## src/rtl/uart_tx_arb_pkg.sv

```systemverilog
// Shared types and helpers for the UART transmit arbiter.
// Holds the FSM state encoding and the round-robin selection function.
package uart_tx_arb_pkg;

  typedef enum logic [1:0] {
    IDLE,
    LOAD,
    SEND,
    WAIT_DONE
  } arb_state_t;

  localparam int DEFAULT_DATA_WIDTH = 8;
  localparam int MAX_REQ            = 8;
  localparam int PTR_W              = 3;

  // Walking from the farthest candidate back to the nearest leaves the
  // requester closest after last_ptr as the single winner.
  function automatic logic [MAX_REQ-1:0] rr_next(
    input logic [MAX_REQ-1:0] valid,
    input logic [PTR_W-1:0]   last_ptr,
    input int                 num_req
  );
    logic [MAX_REQ-1:0] gnt;
    int                 idx;
    gnt = '0;
    for (int k = MAX_REQ; k >= 1; k--) begin
      if (k <= num_req) begin
        idx = (int'(last_ptr) + k) % num_req;
        if (valid[idx[PTR_W-1:0]]) begin
          gnt = MAX_REQ'(1) << idx[PTR_W-1:0];
        end
      end
    end
    return gnt;
  endfunction

endpackage

```

## src/rtl/rr_priority.sv

```systemverilog
// Combinational rotate-priority encoder.
// Picks the first valid requester after last_ptr, wrapping modulo NUM_REQ.
module rr_priority
  import uart_tx_arb_pkg::*;
#(
  parameter int NUM_REQ = 4
) (
  input  logic [NUM_REQ-1:0] valid,
  input  logic [PTR_W-1:0]   last_ptr,
  output logic [NUM_REQ-1:0] gnt,
  output logic               any
);

  logic [MAX_REQ-1:0] w_valid8;
  logic [MAX_REQ-1:0] w_gnt8;

  always_comb begin
    w_valid8              = '0;
    w_valid8[NUM_REQ-1:0] = valid;
  end

  assign w_gnt8 = rr_next(w_valid8, last_ptr, NUM_REQ);
  assign gnt    = w_gnt8[NUM_REQ-1:0];
  assign any    = |w_gnt8;

endmodule

```

## src/rtl/uart_tx_arbiter.sv

```systemverilog
// Shares one UART transmitter among NUM_REQ byte-stream requesters,
// round-robin at packet granularity, one byte per send/busy handshake.
module uart_tx_arbiter
  import uart_tx_arb_pkg::*;
#(
  parameter int NUM_REQ    = 4,
  parameter int DATA_WIDTH = DEFAULT_DATA_WIDTH
) (
  input  logic                          clk,
  input  logic                          rst,
  input  logic [NUM_REQ-1:0]            req_valid,
  input  logic [NUM_REQ*DATA_WIDTH-1:0] req_data,
  input  logic [NUM_REQ-1:0]            req_last,
  output logic [NUM_REQ-1:0]            req_ready,
  output logic [NUM_REQ-1:0]            grant,
  output logic                          active,
  output logic                          tx_send,
  output logic [DATA_WIDTH-1:0]         tx_din,
  input  logic                          tx_busy
);

  arb_state_t              r_state;
  logic [NUM_REQ-1:0]      r_grant;
  logic [DATA_WIDTH-1:0]   r_txDin;
  logic                    r_lastQ;
  logic [PTR_W-1:0]        r_lastPtr;

  logic [NUM_REQ-1:0]      w_rrGnt;
  logic                    w_rrAny;
  logic [DATA_WIDTH-1:0]   w_selData;
  logic [PTR_W-1:0]        w_gntIdx;
  logic                    w_selValid;
  logic                    w_selLast;

  rr_priority #(
    .NUM_REQ (NUM_REQ)
  ) u_rrPriority (
    .valid    (req_valid),
    .last_ptr (r_lastPtr),
    .gnt      (w_rrGnt),
    .any      (w_rrAny)
  );

  // One-hot mux of the owner's byte; the owner's index becomes last_ptr
  // once its packet finishes.
  always_comb begin
    w_selData = '0;
    w_gntIdx  = '0;
    for (int i = 0; i < NUM_REQ; i++) begin
      if (r_grant[i]) begin
        w_selData = req_data[i*DATA_WIDTH +: DATA_WIDTH];
        w_gntIdx  = PTR_W'(i);
      end
    end
  end

  assign w_selValid = |(req_valid & r_grant);
  assign w_selLast  = |(req_last & r_grant);

  always_ff @(posedge clk or posedge rst) begin
    if (rst) begin
      r_state   <= IDLE;
      r_grant   <= '0;
      r_txDin   <= '0;
      r_lastQ   <= 1'b0;
      r_lastPtr <= PTR_W'(NUM_REQ - 1);
    end else begin
      case (r_state)
        IDLE: begin
          if (!tx_busy && w_rrAny) begin
            r_grant <= w_rrGnt;
            r_state <= LOAD;
          end
        end
        LOAD: begin
          if (w_selValid) begin
            r_txDin <= w_selData;
            r_lastQ <= w_selLast;
            r_state <= SEND;
          end
        end
        SEND: begin
          if (tx_busy) begin
            r_state <= WAIT_DONE;
          end
        end
        WAIT_DONE: begin
          // The next grant is only ever computed from IDLE, so a finished
          // packet always costs at least one idle cycle.
          if (!tx_busy) begin
            if (r_lastQ) begin
              r_lastPtr <= w_gntIdx;
              r_grant   <= '0;
              r_state   <= IDLE;
            end else begin
              r_state <= LOAD;
            end
          end
        end
        default: r_state <= IDLE;
      endcase
    end
  end

  assign req_ready = (r_state == LOAD) ? r_grant : '0;
  assign grant     = r_grant;
  assign active    = |r_grant;
  assign tx_send   = (r_state == SEND);
  assign tx_din    = r_txDin;

endmodule

```

## config.mk

```make
export PLATFORM = sky130hd
export DESIGN_NAME = uart_tx_arbiter
export DESIGN_NICKNAME = d
export VERILOG_FILES = /design/src/rtl/uart_tx_arb_pkg.sv /design/src/rtl/rr_priority.sv /design/src/rtl/uart_tx_arbiter.sv
export SDC_FILE = /design/constraint.sdc
export NUM_CORES = 1
export LEC_CHECK = 0
export CORE_MARGIN = 1
export CORE_UTILIZATION = 33
export CTS_CLUSTER_SIZE = 8
export DETAILED_ROUTE_END_ITERATION = 12
export GPL_ROUTABILITY_DRIVEN = 0
export GPL_TIMING_DRIVEN = 0
export HOLD_SLACK_MARGIN = 0.12
export PLACE_DENSITY = 0.71
export SLEW_MARGIN = 20
export SYNTH_ARGS = -nofsm -noshare
export SYNTH_HDL_FRONTEND = slang
export SYNTH_SLANG_ARGS = --single-unit
```

## constraint.sdc

```tcl
create_clock -name clk -period 3.8 [get_ports clk]
set_input_delay 0.95 -clock clk [delete_from_list [all_inputs] [get_ports clk]]
set_output_delay 0.95 -clock clk [all_outputs]
set_load 0.005 [all_outputs]
```

==> results.py <==
metrics = {
    "run_status": {
        "outcome": "complete, no violations",
    },
    "die": {
        "core_area_sq_um": 4140,
        "die_width_um": 68.9,
        "num_io_pins": 61,
        "initial_core_util_pct": 35.6,
        "vertical_extent_of_the_die_um": 68.9,
        "placementRows": 23,
        "floorplan.die_area_sq_um": 4750,
    },
    "synthesis": {
        "synth-seq-area-share_pct": 29.0,
        "syn_avg_cell_area_sq_um": 8.49,
        "synth_top_area_share_pct": 25.4,
        "synth_enable_flop_cells": 0,
        "yosysTopAreaCell": "sky130_fd_sc_hd__dfrtp_1",
        "synth.yosys.warnings": 0,
        "synth.distinct_cells": 40,
        "synth_cells": 174,
        "register_bit_total_from_synthesis": 17,
        "synth-main-ff-cell": "sky130_fd_sc_hd__dfrtp_1",
        "synthArstFlopShare_pct": 100,
        "yosys-top-cells-area": "sky130_fd_sc_hd__dfrtp_1 25%, sky130_fd_sc_hd__ha_1 9.3%, sky130_fd_sc_hd__a22oi_1 5.6%",
        "synth_nets": 228,
        "synth.cell_area_sq_um": 1480,
    },
    "cts": {
        "cts_tree": "yes",
        "postCtsSetupRepairBufs": 0,
        "tritoncts.num_buffers": 3,
        "cts_resized": 0,
        "cts_hold_buf": 0,
        "cts_htree_levels": 1,
        "ctsLongestPathBuffers": 2,
        "clock_tree.root_cell": "sky130_fd_sc_hd__clkbuf_8",
        "clk-insertion-delay-late_ns": 0.25,
        "numClockSinks": 17,
        "clkTransAtPathRegs_ns": 0.06,
    },
    "global_routing": {
        "number_of_antenna_violations_at_the_first_check_in_global_routing": 0,
        "gr-total-overflow": 0,
        "grt_pass1_wl_um": 6800,
        "global_route.usage.total_pct": 19.3,
        "grt_start_max_net_pins": 18,
        "first_global_vias": 1371,
    },
    "flow_run": {
        "reported_max_cap_violation_count": 0,
    },
    "route": {
        "detailroute.via_count": 1561,
        "drt-wirelength-per-cell_um": 15.4,
        "detail_route.wirelength_um": 4440,
        "drt.antenna.violating_nets": 0,
        "drc": 0,
        "drt_pre_antenna_iters": 4,
        "drt_first_iter_violations": 120,
        "viasPerCell": 5.42,
    },
    "placement": {
        "placement.io_buffers": 60,
        "detailed_place.area_sq_um": 2150,
        "post-place-cells": 284,
        "hpwl_um": 3430,
        "pre_cts_worst_setup_slack_ns": 0.463,
    },
    "timing": {
        "worst_clock_skew_ns": 0.00231,
        "final_critical_path_setup_slack_ns": 0.691,
        "timing.final.setup_violations": 0,
        "post_layout_minimum_cycle_time_ns": 3.11,
        "timing.slew.headroom_pct": 46.2,
        "fin_setup_tns_ns": 0,
        "number_of_hold_violations_in_the_final_report": 0,
        "grt_setup_unrepaired": "false",
        "worst_slew_pin_slew_ns": 0.800,
        "layout_worst_path_cycle_share_pct": 81.8,
        "clock.fmax_mhz": 322,
        "maxSlewViolCount": 0,
    },
    "critical_path": {
        "cpPeakStageDelay_ns": 0.53,
        "timing.critical_path.slowest_stage_cell": "sky130_fd_sc_hd__or4_1",
        "worst_path_required_ns": 2.85,
        "timing_worst_setup_path_type": "reg -> out",
        "critPathCaptureType": "output pin",
        "worstPathArrival_ns": 2.16,
        "crit_path_cell_trace": "clkbuf_1 > clkbuf_1 > or4_1 > clkdlybuf4s50_1",
        "crit_top_cell": "sky130_fd_sc_hd__clkbuf_1",
        "critical_path_peak_fanout": 10,
        "startpoint_type": "flop",
    },
    "cells_and_area": {
        "final_layout_size_suffix_gt1_share_pct": 6.30,
        "most-common-layout-cells": "60 x sky130_fd_sc_hd__clkdlybuf4s50_1, 19 x sky130_fd_sc_hd__nand2_1, 15 x sky130_fd_sc_hd__dfrtp_1",
        "design.final.nets": 293,
        "final_cell_count_no_fill": 288,
        "reg_area_sq_um": 428,
        "antenna-diode-count": 0,
        "areaGrowthSynthToFinish_pct": 48.4,
        "postLayoutCellArea_sq_um": 2190,
        "multiInputGateArea_sq_um": 975,
        "layout.cells.most_common": "sky130_fd_sc_hd__clkdlybuf4s50_1",
        "n_fill_cell": 408,
    },
    "power": {
        "vdd_drop_max_v": 0.000324,
        "p_per_cell_area_nw_per_um2": 735,
        "leakagePower_nw": 0.893,
        "p_total_mw": 1.61,
    },
    "hold_path": {
        "worst_hold_path_type": "reg -> reg",
    },
}
[where the power goes]
group | internal, mW | total [mW] | switching, mW
Sequential | 0.268 | 0.353 | 0.0848
Clock | 0.0744 | 0.134 | 0.0597
Combinational | 0.535 | 1.12 | 0.589
Total | 0.877 | 1.61 | 0.733
[critical path, delay by kind of cell (launching register included)]
family,cells,cell delay (ns)
buffers and inverters,3,1.00
flip-flops,1,0.37
AND/OR/NAND/NOR,1,0.53
[flip-flops by register name, summed over array words and instances (netlist names)]
name / count
r_lastQ: 1
r_lastPtr: 2
tx_din: 8
r_state: 2
grant: 4
[through the flow]
| stage | hold slack, ns | util, % |
|---|---|---|
| 3_3_place_gp | 0.461 | 51.6 |
| 2_1_floorplan | 0.471 | - |
| 5_1_grt | 0.513 | 52.9 |
| 6_report | 0.476 | 52.9 |
| 4_1_cts | 0.484 | 52.9 |
| 3_5_place_dp | 0.469 | 51.8 |
[kinds of logic after synthesis]
logic type	synth area share (%)
compound gates	30.7
fa+ha+maj	9.32
buf+inv	5.42
flops	29.0
mux	7.54
simple gates	18.1
[layout make-up]
type,count,area share (%)
plain buffers,8,1.43
repair buffers,60,27.4
multi-input cells,136,44.5
well taps,50,2.86
inverters,13,2.23
flip-flops and latches,17,19.5
clock buffers,4,2.06
[per-layer routing]
layer  GRT usage [%]  part of all wire [%]  vias to the layer above
met5               0                     0                        -
met4            3.06                  0.72                        0
met3            2.63                   3.2                        5
met2            31.9                    51                       31
met1            27.0                    45                      747
li1                -                     -                      778
[worst paths after layout]
kind	start	end	slack, ns	cells after the start
max	grant[2]$_DFFE_PP0P_	active	0.69	4
min	tx_din[0]$_DFFE_PP0P_	tx_din[0]$_DFFE_PP0P_	0.48	2
max reg2reg	r_lastPtr[0]$_DFFE_PP1P_	r_state[1]$_DFFE_PP0P_	0.71	8
min reg2reg	tx_din[0]$_DFFE_PP0P_	tx_din[0]$_DFFE_PP0P_	0.48	2
max in group asynchronous	rst	r_state[0]$_DFFE_PP0P_	2.29	2
min in group asynchronous	rst	tx_din[5]$_DFFE_PP0P_	1.09	2
[synth_stat cells, types with 2 or more instances]
cell                        n
sky130_fd_sc_hd__nand2_1   19
sky130_fd_sc_hd__dfrtp_1   15
sky130_fd_sc_hd__inv_1     13
sky130_fd_sc_hd__a22oi_1   11
sky130_fd_sc_hd__ha_1      11
sky130_fd_sc_hd__nor2_1    11
sky130_fd_sc_hd__o21ai_0   10
sky130_fd_sc_hd__a21oi_1    9
sky130_fd_sc_hd__a221oi_1   9
sky130_fd_sc_hd__nand2b_1   8
sky130_fd_sc_hd__clkbuf_1   7
sky130_fd_sc_hd__o22ai_1    7
sky130_fd_sc_hd__and2_1     4
sky130_fd_sc_hd__mux2i_1    4
sky130_fd_sc_hd__nor3_1     3
sky130_fd_sc_hd__o221ai_1   3
sky130_fd_sc_hd__a211o_1    2
sky130_fd_sc_hd__a31oi_1    2
sky130_fd_sc_hd__dfstp_2    2
sky130_fd_sc_hd__mux4_2     2
sky130_fd_sc_hd__nor2b_1    2
sky130_fd_sc_hd__or2_2      2
Note: power is estimated with default switching activity, not from simulation.
